### src/rtl/seq_pkg.sv
// seq_pkg: shared scheduler mode encoding and default sizing for the sequencer.
// Latency: n/a (types and constants only).
// Backpressure: n/a.
package seq_pkg;

  typedef enum logic [1:0] {
    MANUAL = 2'b00,
    AUTO   = 2'b01,
    PAUSED = 2'b10
  } sched_mode_t;

  localparam int SEQ_N_STATES = 4;
  localparam int SEQ_STATE_W  = 2;
  localparam int SEQ_DWELL_W  = 12;
  // Dwell after reset, in tick_mf ticks (1000 ticks = 1 s at the tick rate below).
  localparam int SEQ_DWELL_RST = 1000;
  localparam int SEQ_TICK_HZ   = 1000;

endpackage

### src/rtl/seq_dwell_timer.sv
// seq_dwell_timer: dwell register, tick counter and expiry compare for auto advance.
// Latency: expire is combinational in the tick cycle; counter/dwell update on the next clk.
// Backpressure: none; clear wins over counting, dwell_we loads without touching the counter.
module seq_dwell_timer
  import seq_pkg::*;
#(
  parameter int DWELL_W   = SEQ_DWELL_W,
  parameter int DWELL_RST = SEQ_DWELL_RST
) (
  input  logic               clk,
  input  logic               rst_n,
  input  logic               tick_mf,
  input  logic               run,
  input  logic               hold,
  input  logic               clear,
  input  logic [DWELL_W-1:0] dwell_ms,
  input  logic               dwell_we,
  output logic               expire
);

  logic [DWELL_W-1:0] r_cnt;
  logic [DWELL_W-1:0] r_dwell;
  logic [DWELL_W:0]   w_cnt_inc;
  logic [DWELL_W:0]   w_eff_dwell;

  // A dwell of zero is treated as one so the timer can never stall.
  assign w_eff_dwell = (r_dwell == '0) ? (DWELL_W+1)'(1) : {1'b0, r_dwell};
  // One bit wider so the +1 cannot wrap before the compare.
  assign w_cnt_inc   = {1'b0, r_cnt} + (DWELL_W+1)'(1);
  // >= (not ==) so shrinking the dwell below the current count expires on the next tick.
  assign expire      = run & tick_mf & (w_cnt_inc >= w_eff_dwell);

  // Counter runs in AUTO, freezes in PAUSED, sits at zero otherwise; dwell loads on write.
  always_ff @(posedge clk or negedge rst_n) begin
    if (!rst_n) begin
      r_cnt   <= '0;
      r_dwell <= DWELL_W'(DWELL_RST);
    end else begin
      if (dwell_we) begin
        r_dwell <= dwell_ms;
      end
      if (clear || expire) begin
        r_cnt <= '0;
      end else if (run) begin
        if (tick_mf) begin
          r_cnt <= w_cnt_inc[DWELL_W-1:0];
        end
      end else if (!hold) begin
        r_cnt <= '0;
      end
    end
  end

endmodule

### src/rtl/seq_scheduler.sv
// seq_scheduler: owns the sequencer state; arbitrates manual advance vs. auto dwell expiry.
// Latency: state and adv update one clk after the cycle a request or expiry is accepted.
// Backpressure: none; every accepted cycle advances once, manual+expiry together advance once.
// Optional: define SEQ_SCHED_DIR_EN to add input dir (1 = step backwards with wrap).
module seq_scheduler
  import seq_pkg::*;
#(
  parameter int N_STATES  = SEQ_N_STATES,
  parameter int STATE_W   = SEQ_STATE_W,
  parameter int DWELL_W   = SEQ_DWELL_W,
  parameter int DWELL_RST = SEQ_DWELL_RST
) (
  input  logic               clk,
  input  logic               rst_n,
  input  logic               tick_mf,
  input  logic               manual_req,
  input  logic               auto_en,
  input  logic               pause,
  input  logic [DWELL_W-1:0] dwell_ms,
  input  logic               dwell_we,
`ifdef SEQ_SCHED_DIR_EN
  input  logic               dir,
`endif
  output logic [STATE_W-1:0] state,
  output logic               adv,
  output logic [1:0]         mode
);

  localparam logic [STATE_W-1:0] LP_LAST = STATE_W'(N_STATES - 1);

  sched_mode_t        r_mode;
  sched_mode_t        w_mode_nxt;
  logic [STATE_W-1:0] r_state;
  logic               r_adv;
  logic [STATE_W-1:0] w_state_inc;
  logic [STATE_W-1:0] w_state_nxt;
  logic               w_run;
  logic               w_hold;
  logic               w_clear;
  logic               w_expire;
  logic               w_accept;

  // Mode transitions; auto_en=0 always wins over pause.
  always_comb begin
    w_mode_nxt = r_mode;
    case (r_mode)
      MANUAL:  if (auto_en && !pause) w_mode_nxt = AUTO;
      AUTO:    if (!auto_en) w_mode_nxt = MANUAL;
               else if (pause) w_mode_nxt = PAUSED;
      PAUSED:  if (!auto_en) w_mode_nxt = MANUAL;
               else if (!pause) w_mode_nxt = AUTO;
      default: w_mode_nxt = MANUAL;
    endcase
  end

  assign w_run  = (r_mode == AUTO);
  assign w_hold = (r_mode == PAUSED);
  // Restart the dwell on a manual step while scheduled, on entering AUTO from MANUAL,
  // and on dropping back to MANUAL. PAUSED->AUTO keeps the count so the dwell resumes.
  assign w_clear = (manual_req && (r_mode != MANUAL)) ||
                   ((w_mode_nxt != r_mode) && ((w_mode_nxt == MANUAL) || (r_mode == MANUAL)));

  assign w_accept    = manual_req | w_expire;
  assign w_state_inc = (r_state == LP_LAST) ? '0 : r_state + STATE_W'(1);

`ifdef SEQ_SCHED_DIR_EN
  logic [STATE_W-1:0] w_state_dec;
  assign w_state_dec = (r_state == '0) ? LP_LAST : r_state - STATE_W'(1);
  assign w_state_nxt = dir ? w_state_dec : w_state_inc;
`else
  assign w_state_nxt = w_state_inc;
`endif

  seq_dwell_timer #(
    .DWELL_W   (DWELL_W),
    .DWELL_RST (DWELL_RST)
  ) u_dwell_timer (
    .clk      (clk),
    .rst_n    (rst_n),
    .tick_mf  (tick_mf),
    .run      (w_run),
    .hold     (w_hold),
    .clear    (w_clear),
    .dwell_ms (dwell_ms),
    .dwell_we (dwell_we),
    .expire   (w_expire)
  );

  // Scheduler FSM with the state register and the adv pulse aligned to the new state.
  always_ff @(posedge clk or negedge rst_n) begin
    if (!rst_n) begin
      r_mode  <= MANUAL;
      r_state <= '0;
      r_adv   <= 1'b0;
    end else begin
      r_mode <= w_mode_nxt;
      r_adv  <= w_accept;
      if (w_accept) begin
        r_state <= w_state_nxt;
      end
    end
  end

  assign state = r_state;
  assign adv   = r_adv;
  assign mode  = r_mode;

endmodule

### config.mk
export PLATFORM = sky130hd
export DESIGN_NAME = seq_scheduler
export DESIGN_NICKNAME = d
export VERILOG_FILES = /design/src/rtl/seq_pkg.sv /design/src/rtl/seq_dwell_timer.sv /design/src/rtl/seq_scheduler.sv
export SDC_FILE = /design/constraint.sdc
export NUM_CORES = 1
export LEC_CHECK = 0
export CAP_MARGIN = 20
export CORE_MARGIN = 1.5
export CORE_UTILIZATION = 32
export DETAILED_ROUTE_END_ITERATION = 16
export SLEW_MARGIN = 20
export SYNTH_ARGS = -nofsm -noshare
export SYNTH_HDL_FRONTEND = slang
export SYNTH_SLANG_ARGS = --single-unit
### constraint.sdc
create_clock -name clk -period 2.8 [get_ports clk]
set_clock_uncertainty 0.05 [all_clocks]
set_input_delay 0.42 -clock clk [delete_from_list [all_inputs] [get_ports clk]]
set_output_delay 0.42 -clock clk [all_outputs]
set_load 0.005 [all_outputs]
# Word-level counts from Yosys, hierarchy flattened
# Cells that the tools add are included.
[op_classes] bitwise_logic=3 muxes=12 add_sub_neg=2 eq_ne=6 n_reduce_logical=12 magnitude_cmp=1
[ops] op="12-bit 2-to-1 mux" count=5
[ops] op="12-bit by 1-bit adder with 13-bit output, second input constant" count=1
[ops] op="13-bit >= comparator" count=1
[ops] op="12-bit zero test" count=1
[ops] op="2-bit 2-to-1 mux" count=6
[ops] op="2-bit case mux with 3 select lines" count=1
[ops] op="2-bit == test, second input constant" count=2
[ops] op="2-bit zero test" count=2
[ops] op="1-bit logical AND" count=3
[ops] op="1-bit logical OR" count=3
[ops] op="3-bit by 2-bit != test with 1-bit output, second input constant" count=1
[ops] op="3-bit != test, second input constant" count=1
[ops] op="2-bit by 1-bit adder with 2-bit output, second input constant" count=1
[ops] op="1-bit bitwise AND" count=2
[ops] op="2-bit by 1-bit == test with 1-bit output, second input constant" count=1
[ops] op="2-bit != test" count=1
[ops] op="2-bit AND reduction" count=1
[ops] op="2-bit nonzero test" count=1
[ops] op="1-bit zero test" count=1
[ops] op="1-bit bitwise OR" count=1
[word_totals] register_bits=29 output_inout_bits=5

# Longest topological paths before layout
# Gate-level depths: netlist (run 1).
[logic_depth] depth_word=11 mapped_depth=12 depth_no_buf=11

# Cells and area by module
# From an unflattened synthesis (run 1), not the netlist that was laid out.
[hier_totals] cells_unflattened=187 hier_area_um2=1750.4
[by_module_without_submodules] module="seq_dwell_timer" cells_per_inst=167 area_per_inst_um2=1522.7 n_inst=1
[by_module_without_submodules] module="seq_scheduler" cells_per_inst=20 area_per_inst_um2=227.7 n_inst=1

# Worst setup path after synthesis (run 1)
# Ideal clock, no wire load.
[synth_path] kind="flip-flop to flip-flop" start="register u_dwell_timer.r_cnt[0]" end="register r_state[0], in the netlist state[0]" setup_time_ps=125 path_slack_ps=-44 arrival_ps=2669 required_time_ps=2625 path_stages_with_launch=12 path_buffers=0 cell_sequence="dfrtp_1 -> ha_1 -> and4_1 -> nand3_1 -> nor2_1 -> xor2_1 -> ha_1 -> a21o_1 -> a21oi_1 -> nand3b_1 -> o31ai_1 -> mux2_2"
[synth_between] elab_chain_cells=4
[synth_rtl] item="start, declared" line="seq_dwell_timer.sv:21" source="logic [DWELL_W-1:0] r_cnt;"
[synth_rtl] item="start signal, assigned" line="seq_dwell_timer.sv:46" source="r_cnt <= w_cnt_inc[DWELL_W-1:0];"
[synth_rtl] item="12-bit by 1-bit adder with 13-bit output" line="seq_dwell_timer.sv:29" source="assign w_cnt_inc = {1'b0, r_cnt} + (DWELL_W+1)'(1);"
[synth_rtl] item="13-bit >= comparator" line="seq_dwell_timer.sv:31" source="assign expire = run & tick_mf & (w_cnt_inc >= w_eff_dwell);"
[synth_rtl] item="1-bit bitwise AND" line="seq_dwell_timer.sv:31"
[synth_rtl] item="1-bit bitwise OR" line="seq_scheduler.sv:63" source="assign w_accept = manual_req | w_expire;"
[synth_rtl] item="end signal, assigned" line="seq_scheduler.sv:99" source="r_state <= w_state_nxt;"
[synth_rtl] item="end, declared" line="seq_scheduler.sv:33" source="logic [STATE_W-1:0] r_state;"
# Every way passes these cells.
# A chain may end at the register's enable or synchronous reset.

# Final worst setup path (run 1)
[layout_path] start="register u_dwell_timer.r_cnt[0]" end="register u_dwell_timer.r_cnt[1]"
[layout_between] elab_chain_cells=6 word_cells_on_any_way=10 classes_between="add/sub: 1; order compare: 1; eq/ne: 2; mux: 3; bitwise: 1; reduce/logical: 2"
[layout_rtl] item="12-bit by 1-bit adder with 13-bit output *" line="seq_dwell_timer.sv:29"
[layout_rtl] item="13-bit >= comparator" line="seq_dwell_timer.sv:31"
[layout_rtl] item="1-bit bitwise AND" line="seq_dwell_timer.sv:31"
[layout_rtl] item="1-bit logical OR" line="seq_dwell_timer.sv:42" source="if (clear || expire) begin"
[layout_rtl] item="3-bit by 2-bit != test with 1-bit output (no line) or 3-bit != test (tied branches)"
[layout_rtl] item="2-bit AND reduction (no line)"
# Every way passes the cells marked *; elsewhere a longest branch is shown, timed or not. The select of a mux whose other input is x is not followed.

==> results.yml, run 1 <==
place:
  routabilityCongestion: 0.837
  pre_cts_ws_ps: -53.6
  dp_hpwl_um: 3370
  portBuffers: 23
  post-place-cells: 321
yosys:
  ys_seq_elements: 29
  synth_top_area_share_pct: 30.1
  yosysSeqAreaShare_pct: 38.4
  post_synth_inst_count: 209
  cell_types_occupying_the_most_area_after_synthesis: "sky130_fd_sc_hd__dfrtp_1, sky130_fd_sc_hd__ha_1, sky130_fd_sc_hd__dfstp_2, sky130_fd_sc_hd__xnor2_1, sky130_fd_sc_hd__nand2_1"
  synth_enable_flop_cells: 0
  synthFlopType: "sky130_fd_sc_hd__dfrtp_1"
  synth.lib_cells_used.distinct: 40
  syn_nets: 242
  yosysWarnings: 0
  synth-async-reset-ratio_pct: 100
  synthDominantAreaCellType: "sky130_fd_sc_hd__dfrtp_1"
  syn-cell-area_um2: 1910
  syn-mean-instance-area_um2: 9.14
floorplan:
  floorplan.initialDensity_pct: 33.8
  core_area_um2: 5640
  die_height_um: 80.2
  fp.dieW_um: 80.2
  die-area_um2: 6440
  num_io_pins: 24
  standard_cell_row_count: 27
global_route:
  grt_pass1_vias: 1673
  first_pass_grt_wire_length_um: 7860
  antenna_found_initial: 0
  global_route.usage.total_pct: 15.9
  grt_start_max_net_pins: 30
  grt_overflow: 0
setup_path:
  timing.critical_path.cells: "ha_2 > and4_4 > nand3_1 > xnor2_1 > ha_1 > and4_1 > nand4_1 > a31oi_2 > o311a_4 > clkbuf_16 > nor3_2"
  worst-setup-path-type: "flop to flop"
  worstPathRequired_ps: 2950
  critical_path_peak_fanout: 6
  critPathMaxStageDelay_ps: 420
  cp_num_cells: 11
  arrival_ps: 3020
  worstSetupStartpointType: "flop"
  worst_path_dominant_cell_family: "simple AND/OR/NAND/NOR gates"
  worstPathBufferInverterCount: 1
  worst-r2r-cell-count: 11
  endpoint_kind: "flop"
  crit_slowest_cell: "sky130_fd_sc_hd__o311a_4"
route:
  top_routing_layer_used: "met4"
  detail_route.drc_violations: 0
  wl_met1_um: 2240
  routed_wire_length_per_instance_um: 14.5
  met3_wirelength_um: 282
  dr_total_vias: 1717
  detailedRoute.firstPassIterationCount: 4
  route.antenna.remaining_nets: 0
  drtIter0Drc: 76
  wl_um: 4880
  vias_per_cell: 5.11
  routed-wl-met2_um: 2310
power:
  share_seq_of_total_power_pct: 42.4
  power.static_leakage_nw: 1.22
  clock_power_share_pct: 39.6
  power.switching_fraction_pct: 24.4
  logic_pwr_share_pct: 18.0
  power.density_nw_per_um2: 419
  irDropWorstVdd_mv: 0.198
  p_switching_uw: 278
  internal_power_uw: 861
timing:
  slew_worst_pin_ps: 369
  finalSetupViolCount: 14
  final_min_period_over_clock_period_pct: 102
  max_clock_freq_mhz: 349
  rsz0062_at_grt: "yes"
  max_slew_margin_pct: 75.4
  final_critical_path_setup_slack_ps: -68.7
  final_period_minus_worst_setup_slack_ps: 2870
  timing.final.hold_violations: 0
  finalHoldWorstSlack_ps: 458
  maxSlewViolCount: 0
  fin_tns_setup_ps: -733
finish:
  diodes_inserted: 0
  syn_to_final_growth_pct: 42.3
  final_net_count: 296
  final_core_utilization_pct: 48.1
  fillers: 514
  drive_above_1_share_pct: 31.1
  finalNonFillerCells: 336
worst_hold_path:
  hold_depth: 1
  worst_hold_path_type: "flop to flop"
cts:
  clock_tree.htree_level_count: 2
  cts-buffers-inserted: 5
  clock_sink_count: 29
  clock_insertion_delay_worst_skew_ps: 280
  root_buffer: "sky130_fd_sc_hd__clkbuf_8"
  clock_tree_from_tritoncts: "done"
  clock_path_buffers: 2
  clk_transition_reported_paths_ps: 60
job:
  maxCapViolCount: 0
run_status:
  violations_in_the_final_reports: "negative setup slack"
  run_status: "finished, violations left"
-- what timing repair did --
action                                  CTS  global route
hold endpoints to repair                  0             0
endpoints found under the setup margin   14            14
gates resized for setup                  12            12
hold buffers                              0             0
pin swaps                                 3             8
setup buffers                             3             3
cloned                                    0             1
-- cell usage in the layout, fill, tap and decap left out, types with 4 or more instances in the layout --
cell type                         netlist  final
sky130_fd_sc_hd__and3_1                 4      4
sky130_fd_sc_hd__xnor2_1               13     12
sky130_fd_sc_hd__inv_1                 15     15
sky130_fd_sc_hd__mux2_2                 5      5
sky130_fd_sc_hd__clkbuf_8               0      6
sky130_fd_sc_hd__nand3_1                7      5
sky130_fd_sc_hd__nand2_1               22     22
sky130_fd_sc_hd__clkdlybuf4s50_1        0     23
sky130_fd_sc_hd__nor2b_1                4      4
sky130_fd_sc_hd__ha_1                  14     13
sky130_fd_sc_hd__buf_4                  2     34
sky130_fd_sc_hd__a21oi_1                5      4
sky130_fd_sc_hd__nand4_1                5      5
sky130_fd_sc_hd__dfrtp_1               23     23
sky130_fd_sc_hd__xor2_1                 4      4
sky130_fd_sc_hd__nor3_2                 0      8
sky130_fd_sc_hd__dfstp_2                6      6
sky130_fd_sc_hd__a22oi_1                9      9
sky130_fd_sc_hd__o21ai_0               13     13
sky130_fd_sc_hd__nor2_1                 9      7
-- sequential cells by signal, indices dropped and copies added (netlist names) --
register / cells
u_dwell_timer.r_cnt: 12
u_dwell_timer.r_dwell: 12
mode: 2
state: 2
adv: 1
-- metrics by stage --
| step | power [mW] | cell area, µm² |
|---|---|---|
| finish | 1.14 | 2720 |
| global placement | 0.676 | 2400 |
| global route | 1.20 | 2720 |
| CTS | 1.14 | 2600 |
| detailed placement | 0.685 | 2400 |
| floorplan | 0.578 | 1910 |
-- area by class of cell --
cell class | count | area [µm²] | share of cell area [%]
well taps | 72 | 90.1 | 3.32
multi-input cells | 153 | 1190 | 43.8
flip-flops and latches | 29 | 733 | 27.0
repair buffers | 59 | 531 | 19.5
inverters | 15 | 56.3 | 2.07
clock buffers | 7 | 86.3 | 3.18
clock inverters | 1 | 30.0 | 1.11
-- logic make-up after synthesis --
| logic type | after synthesis | synth area share, % |
|---|---|---|
| XOR/XNOR | 17 | 7.80 |
| AND/OR/NAND/NOR | 75 | 20.8 |
| adder cells (fa/ha/maj) | 14 | 9.17 |
| multiplexers | 5 | 2.95 |
| flip-flops | 29 | 38.4 |
| buffers and inverters | 27 | 6.29 |
| AO/OA/AOI/OAI | 42 | 14.5 |
-- power groups by stage --
| stage | Clock, mW | Sequential [mW] | Combinational, mW |
|---|---|---|---|
| after floorplan | 0 | 0.488 | 0.0900 |
| after global placement | 0 | 0.489 | 0.187 |
| after detailed placement | 0 | 0.491 | 0.194 |
| after CTS | 0.459 | 0.484 | 0.200 |
| after global routing | 0.477 | 0.488 | 0.233 |
| final | 0.451 | 0.483 | 0.205 |
-- Yosys cell counts (2+ instances only) --
cell                       number
sky130_fd_sc_hd__mux2_2         5
sky130_fd_sc_hd__o211ai_1       2
sky130_fd_sc_hd__ha_1          14
sky130_fd_sc_hd__a31oi_1        2
sky130_fd_sc_hd__xor2_1         4
sky130_fd_sc_hd__nand4_1        5
sky130_fd_sc_hd__a22oi_1        9
sky130_fd_sc_hd__clkbuf_1       6
sky130_fd_sc_hd__buf_4          2
sky130_fd_sc_hd__nand3_1        7
sky130_fd_sc_hd__a311oi_1       2
sky130_fd_sc_hd__nor2b_1        4
sky130_fd_sc_hd__nand3b_1       2
sky130_fd_sc_hd__and3_1         4
sky130_fd_sc_hd__nor3_1        11
sky130_fd_sc_hd__a21o_1         3
sky130_fd_sc_hd__buf_2          3
sky130_fd_sc_hd__nor2_1         9
sky130_fd_sc_hd__dfrtp_1       23
sky130_fd_sc_hd__a21oi_1        5
sky130_fd_sc_hd__and4_1         2
sky130_fd_sc_hd__nand2_1       22
sky130_fd_sc_hd__dfstp_2        6
sky130_fd_sc_hd__nor4_1         3
sky130_fd_sc_hd__o21ai_0       13
sky130_fd_sc_hd__xnor2_1       13
sky130_fd_sc_hd__inv_1         15
-- per-layer routing --
| layer | up-vias | GRT usage, % |
|---|---|---|
| li1 | 850 | - |
| met1 | 817 | 21.0 |
| met2 | 45 | 26.3 |
| met3 | 5 | 3.75 |
| met4 | 0 | 3.62 |
| met5 | - | 0 |
-- final timing paths --
path                                     startpoint                        end  slack, ps
hold / removal             u_dwell_timer.r_dwell[0]   u_dwell_timer.r_dwell[0]        460
setup reg to reg             u_dwell_timer.r_cnt[0]     u_dwell_timer.r_cnt[1]        -70
min in group asynchronous                     rst_n  u_dwell_timer.r_dwell[10]        480
max in group asynchronous                     rst_n   u_dwell_timer.r_dwell[5]       1910
hold reg to reg            u_dwell_timer.r_dwell[0]   u_dwell_timer.r_dwell[0]        460
setup / recovery             u_dwell_timer.r_cnt[0]     u_dwell_timer.r_cnt[1]        -70
Note: power is estimated with default switching activity, not from simulation.
==> inputs of run 2 (changes only) <==
--- a/config.mk
+++ b/config.mk
@@ -9,6 +9,7 @@
 export CORE_MARGIN = 1.5
 export CORE_UTILIZATION = 32
 export DETAILED_ROUTE_END_ITERATION = 16
+export PLACE_DENSITY = 0.59
 export SLEW_MARGIN = 20
 export SYNTH_ARGS = -nofsm -noshare
 export SYNTH_HDL_FRONTEND = slang
==> results.yml, run 2 (synthesis results as in run 1) <==
finish:
  biggest_registers_after_layout: "u_dwell_timer.r_cnt: 12 flops, u_dwell_timer.r_dwell: 12 flops"
  diodes_inserted: 0
  fillers: 529
  drive_above_1_share_pct: 32.5
  layout.cells.most_common_list: "sky130_fd_sc_hd__buf_4, sky130_fd_sc_hd__dfrtp_1, sky130_fd_sc_hd__clkdlybuf4s50_1"
  mostFrequentLayoutCell: "sky130_fd_sc_hd__buf_4"
  syn_to_final_growth_pct: 46.7
  final_net_count: 300
  finalNonFillerCells: 340
setup_path:
  worstReg2RegStart: "u_dwell_timer.r_cnt[0]"
  timing.critical_path.cells: "nand3_2 > or4b_4 > nor2_4 > xor2_1 > ha_1 > nand3_2 > nand2b_4 > a31oi_4 > o311a_4 > buf_12 > nor3_2"
  worstPathRequired_ps: 2950
  worstSetupStartpointType: "flop"
  critPathMaxStageDelay_ps: 590
  endpoint_kind: "flop"
  critical_path_peak_fanout: 6
  worst_r2r_endpoint: "u_dwell_timer.r_cnt[0]"
  worst-setup-path-type: "flop to flop"
  arrival_ps: 2990
  library_cell_appearing_most_often_on_the_critical_path: "sky130_fd_sc_hd__nand3_2"
  worst-r2r-cell-count: 11
  crit_slowest_cell: "sky130_fd_sc_hd__or4b_4"
  regToRegSetupSlack_ps: -50
route:
  route.antenna.remaining_nets: 0
  routed_wire_length_per_instance_um: 14.3
  wl_um: 4870
  detail_route.drc_violations: 0
  vias_per_cell: 5.01
  detailedRoute.firstPassIterationCount: 4
  drtIter0Drc: 44
  dr_total_vias: 1702
run_status:
  violations_in_the_final_reports: "negative setup slack"
  run_status: "finished, violations left"
floorplan:
  standard_cell_row_count: 27
  die_height_um: 80.2
  die-area_um2: 6440
  num_io_pins: 24
  floorplan.initialDensity_pct: 33.8
  core_area_um2: 5640
  fp.dieW_um: 80.2
timing:
  timing.final.hold_violations: 0
  final_period_minus_worst_setup_slack_ps: 2850
  finalSetupViolCount: 4
  max_slew_margin_pct: 68.2
  rsz0062_at_grt: "yes"
  final_critical_path_setup_slack_ps: -46.0
  final_min_period_over_clock_period_pct: 102
  slew_worst_pin_ps: 473
  maxSlewViolCount: 0
  fin_tns_setup_ps: -101
  max_clock_freq_mhz: 351
cts:
  cts-buffers-inserted: 5
  clock_path_buffers: 2
  cts_hold_repair.buffers: 0
  clk_transition_reported_paths_ps: 60
  root_buffer: "sky130_fd_sc_hd__clkbuf_8"
  clock_insertion_delay_worst_skew_ps: 280
  clock_tree_from_tritoncts: "done"
  clock_tree.htree_level_count: 2
  clock_sink_count: 29
global_route:
  antenna_found_initial: 0
  first_pass_grt_wire_length_um: 7820
  grt_pass1_vias: 1687
  global_route.usage.total_pct: 15.8
  grt_overflow: 0
  grt_start_max_net_pins: 30
worst_hold_path:
  min_delay_worst_endpoint: "u_dwell_timer.r_dwell[0]"
  worst_hold_path_type: "flop to flop"
  hp-start: "u_dwell_timer.r_dwell[0]"
  hold_depth: 1
place:
  dp_hpwl_um: 3350
  portBuffers: 23
  post-place-cells: 321
  routabilityCongestion: 0.819
power:
  power.static_leakage_nw: 1.23
  irDropWorstVdd_mv: 0.237
  power.density_nw_per_um2: 415
job:
  maxCapViolCount: 0
==> run 2: worst max-delay path by stage <==
stage                           start                       to  slack [ps]
2_1_floorplan  u_dwell_timer.r_cnt[0]                 state[0]          30
3_3_place_gp   u_dwell_timer.r_cnt[3]  u_dwell_timer.r_cnt[10]          -8
3_5_place_dp   u_dwell_timer.r_cnt[3]                 state[1]         -30
4_1_cts        u_dwell_timer.r_cnt[0]   u_dwell_timer.r_cnt[3]           5
5_1_grt        u_dwell_timer.r_cnt[0]   u_dwell_timer.r_cnt[0]        -180
6_report       u_dwell_timer.r_cnt[0]   u_dwell_timer.r_cnt[0]         -50
==> run 2: worst max-delay path: cells and delay by family, from the launching register on <==
family | cells | cell delay, ps
compound gates | 2 | 490
flops | 1 | 420
xor+xnor | 1 | 160
fa+ha+maj | 1 | 280
buf+inv | 1 | 150
simple gates | 6 | 1220
==> run 2: final cells by class <==
cell class | count | area (µm²) | area share, %
clock inverters | 1 | 30.0 | 1.07
well taps | 72 | 90.1 | 3.22
repair buffers | 63 | 561 | 20.0
inverters | 15 | 56.3 | 2.01
multi-input cells | 153 | 1240 | 44.4
clock buffers | 7 | 86.3 | 3.08
flip-flops and latches | 29 | 733 | 26.2
==> run 2: repair_timing <==
action,CTS,global route
resized for setup,5,29
pin swaps,4,14
endpoints found under the setup margin,14,14
gates cloned,0,1
buffers inserted,3,7
==> run 2: through the flow <==
stage / instance area (µm²) / setup slack [ps] / power [mW] / util, % / hold WS (ps)
global route: 2800 / -181 / 1.21 / 49.7 / 497
global placement: 2400 / -7.52 / 0.676 / 42.6 / 451
detailed placement: 2400 / -32.4 / 0.682 / 42.6 / 461
CTS: 2560 / 4.62 / 1.14 / 45.4 / 475
finish: 2800 / -46.0 / 1.16 / 49.7 / 473
floorplan: 1910 / 26.3 / 0.578 / - / 74.4
==> run 2: where the power goes <==
| part | total [mW] | leakage (nW) | internal (mW) | switching [mW] |
|---|---|---|---|---|
| clock network | 0.455 | 0.0585 | 0.290 | 0.165 |
| registers | 0.485 | 0.366 | 0.459 | 0.0267 |
| logic | 0.221 | 0.808 | 0.124 | 0.0969 |
| total | 1.16 | 1.23 | 0.873 | 0.288 |
==> run 2: metal layers <==
layer  vias to the layer above  wire [µm]  global-route usage [%]
met4                         0         69                    5.69
li1                        856          -                       -
met3                         5        198                    3.75
met1                       805       2330                    21.0
met2                        36       2280                    24.7
met5                         -          0                       0
==> inputs of run 3 (changes only) <==
--- a/config.mk
+++ b/config.mk
@@ -10,6 +10,8 @@
 export CORE_UTILIZATION = 32
 export DETAILED_ROUTE_END_ITERATION = 16
 export PLACE_DENSITY = 0.59
+export SETUP_SLACK_MARGIN = 0.3
+export SKIP_LAST_GASP = 1
 export SLEW_MARGIN = 20
 export SYNTH_ARGS = -nofsm -noshare
 export SYNTH_HDL_FRONTEND = slang
==> results.yml, run 3 (synthesis results as in run 1) <==
power:
  power_mw: 1.09
  power.density_nw_per_um2: 398
  irDropWorstVdd_mv: 0.268
  power.static_leakage_nw: 1.16
floorplan:
  floorplan.initialDensity_pct: 33.8
  num_io_pins: 24
  die_height_um: 80.2
  die-area_um2: 6440
  standard_cell_row_count: 27
  fp.dieW_um: 80.2
  core_area_um2: 5640
setup_path:
  worstReg2RegStart: "u_dwell_timer.r_cnt[0]"
  worst-r2r-cell-count: 12
  worstSetupStartpointType: "flop"
  worstPathRequired_ps: 2960
  timing.critical_path.cells: "ha_4 > and4_4 > nand3_4 > nor2_4 > xor2_1 > ha_1 > a21o_1 > a21oi_2 > nand2_1 > o311a_4 > buf_6 > a211oi_2"
  start_point_of_the_critical_path: "u_dwell_timer.r_cnt[0]"
  arrival_ps: 2920
  critPathMaxStageDelay_ps: 440
  regToRegSetupSlack_ps: 30
  worst-setup-path-type: "flop to flop"
  endpoint_kind: "flop"
  worst_path_dominant_cell_family: "compound AO/OA/AOI/OAI gates"
  crit_slowest_cell: "sky130_fd_sc_hd__dfrtp_2"
  critical_path_peak_fanout: 4
  worstPathBufferInverterCount: 1
  worst_r2r_endpoint: "u_dwell_timer.r_cnt[11]"
place:
  routabilityCongestion: 0.799
  post-place-cells: 316
  portBuffers: 23
  pre_cts_ws_ps: -109
  dp_hpwl_um: 3260
  postPlaceCellArea_um2: 2380
global_route:
  global_route.usage.total_pct: 15.9
  grt_start_max_net_pins: 30
  antenna_found_initial: 0
  grt_pass1_vias: 1686
  first_pass_grt_wire_length_um: 7800
  grt_overflow: 0
finish:
  final_net_count: 289
  post-route-cell-area_um2: 2740
  drive_above_1_share_pct: 31.9
  syn_to_final_growth_pct: 43.3
  finalNonFillerCells: 329
  final_core_utilization_pct: 48.5
  diodes_inserted: 0
  layout.cells.most_common_list: "sky130_fd_sc_hd__buf_4, sky130_fd_sc_hd__clkdlybuf4s50_1, sky130_fd_sc_hd__nand2_1"
  biggest_registers_after_layout: "u_dwell_timer.r_cnt: 12 flops, u_dwell_timer.r_dwell: 12 flops"
  mostFrequentLayoutCell: "sky130_fd_sc_hd__buf_4"
cts:
  clock_tree.htree_level_count: 2
  root_buffer: "sky130_fd_sc_hd__clkbuf_8"
  clock_sink_count: 29
  clock_insertion_delay_worst_skew_ps: 290
  clock_tree_from_tritoncts: "done"
  cts-buffers-inserted: 5
  clock_path_buffers: 2
  clk_transition_reported_paths_ps: 60
route:
  vias_per_cell: 5.08
  drtIter0Drc: 58
  routed_wire_length_per_instance_um: 14.7
  detail_route.drc_violations: 0
  wl_um: 4840
  dr_total_vias: 1672
  detailedRoute.firstPassIterationCount: 4
  route.antenna.remaining_nets: 0
timing:
  finalSetupViolCount: 0
  final_min_period_over_clock_period_pct: 98.8
  final_critical_path_setup_slack_ps: 34.6
  maxSlewViolCount: 0
  rsz0062_at_grt: "yes"
  timing.final.hold_violations: 0
  finalHoldWorstSlack_ps: 469
  fin_tns_setup_ps: 0
  max_slew_margin_pct: 72.9
  max_clock_freq_mhz: 362
  final_period_minus_worst_setup_slack_ps: 2770
  slew_worst_pin_ps: 407
worst_hold_path:
  worst_hold_path_type: "input port to async pin"
run_status:
  run_status: "completed"
job:
  maxCapViolCount: 0
## run 3: metal layers
layer	part of all wire, %	track usage [%]
met3	4.6	4.09
met2	46	24.3
met5	0	0
met4	2.0	8.28
met1	47	20.4
## run 3: how the worst max path moves through the flow
stage                         endpoint  slack [ps]  depth (start not counted)
2_1_floorplan                 state[0]         110                         10
4_1_cts                       state[1]          40                         11
3_5_place_dp                  state[1]        -110                         11
5_1_grt        u_dwell_timer.r_cnt[10]         -40                         12
3_3_place_gp                  state[0]        -120                         11
6_report       u_dwell_timer.r_cnt[11]          30                         12
## run 3: cell type report
class                   count  area, µm²
clock buffers               7       96.3
clock inverters             1       5.00
fillers                   507       2910
inverters                  15       56.3
multi-input cells         153       1290
flip-flops and latches     29        736
well taps                  72       90.1
repair buffers             52        464
## run 3: timing repair
action | in CTS | in global routing
setup buffers | 3 | 2
hold buffers | 0 | 0
gates resized for setup | 19 | 20
pin swaps | 7 | 15
setup endpoints to repair | 15 | 15
## run 3: report_power, final
part	internal, mW	switching [mW]	leakage, nW
Sequential	0.459	0.0254	0.363
Clock	0.222	0.166	0.0542
Combinational	0.121	0.0962	0.748
## run 3: worst register-to-register path: cells and delay by family, from the launching register on
family | cells | cell delay [ps]
fa+ha+maj | 2 | 430
buf+inv | 1 | 130
flops | 1 | 440
compound gates | 4 | 930
xor+xnor | 1 | 160
simple gates | 4 | 520
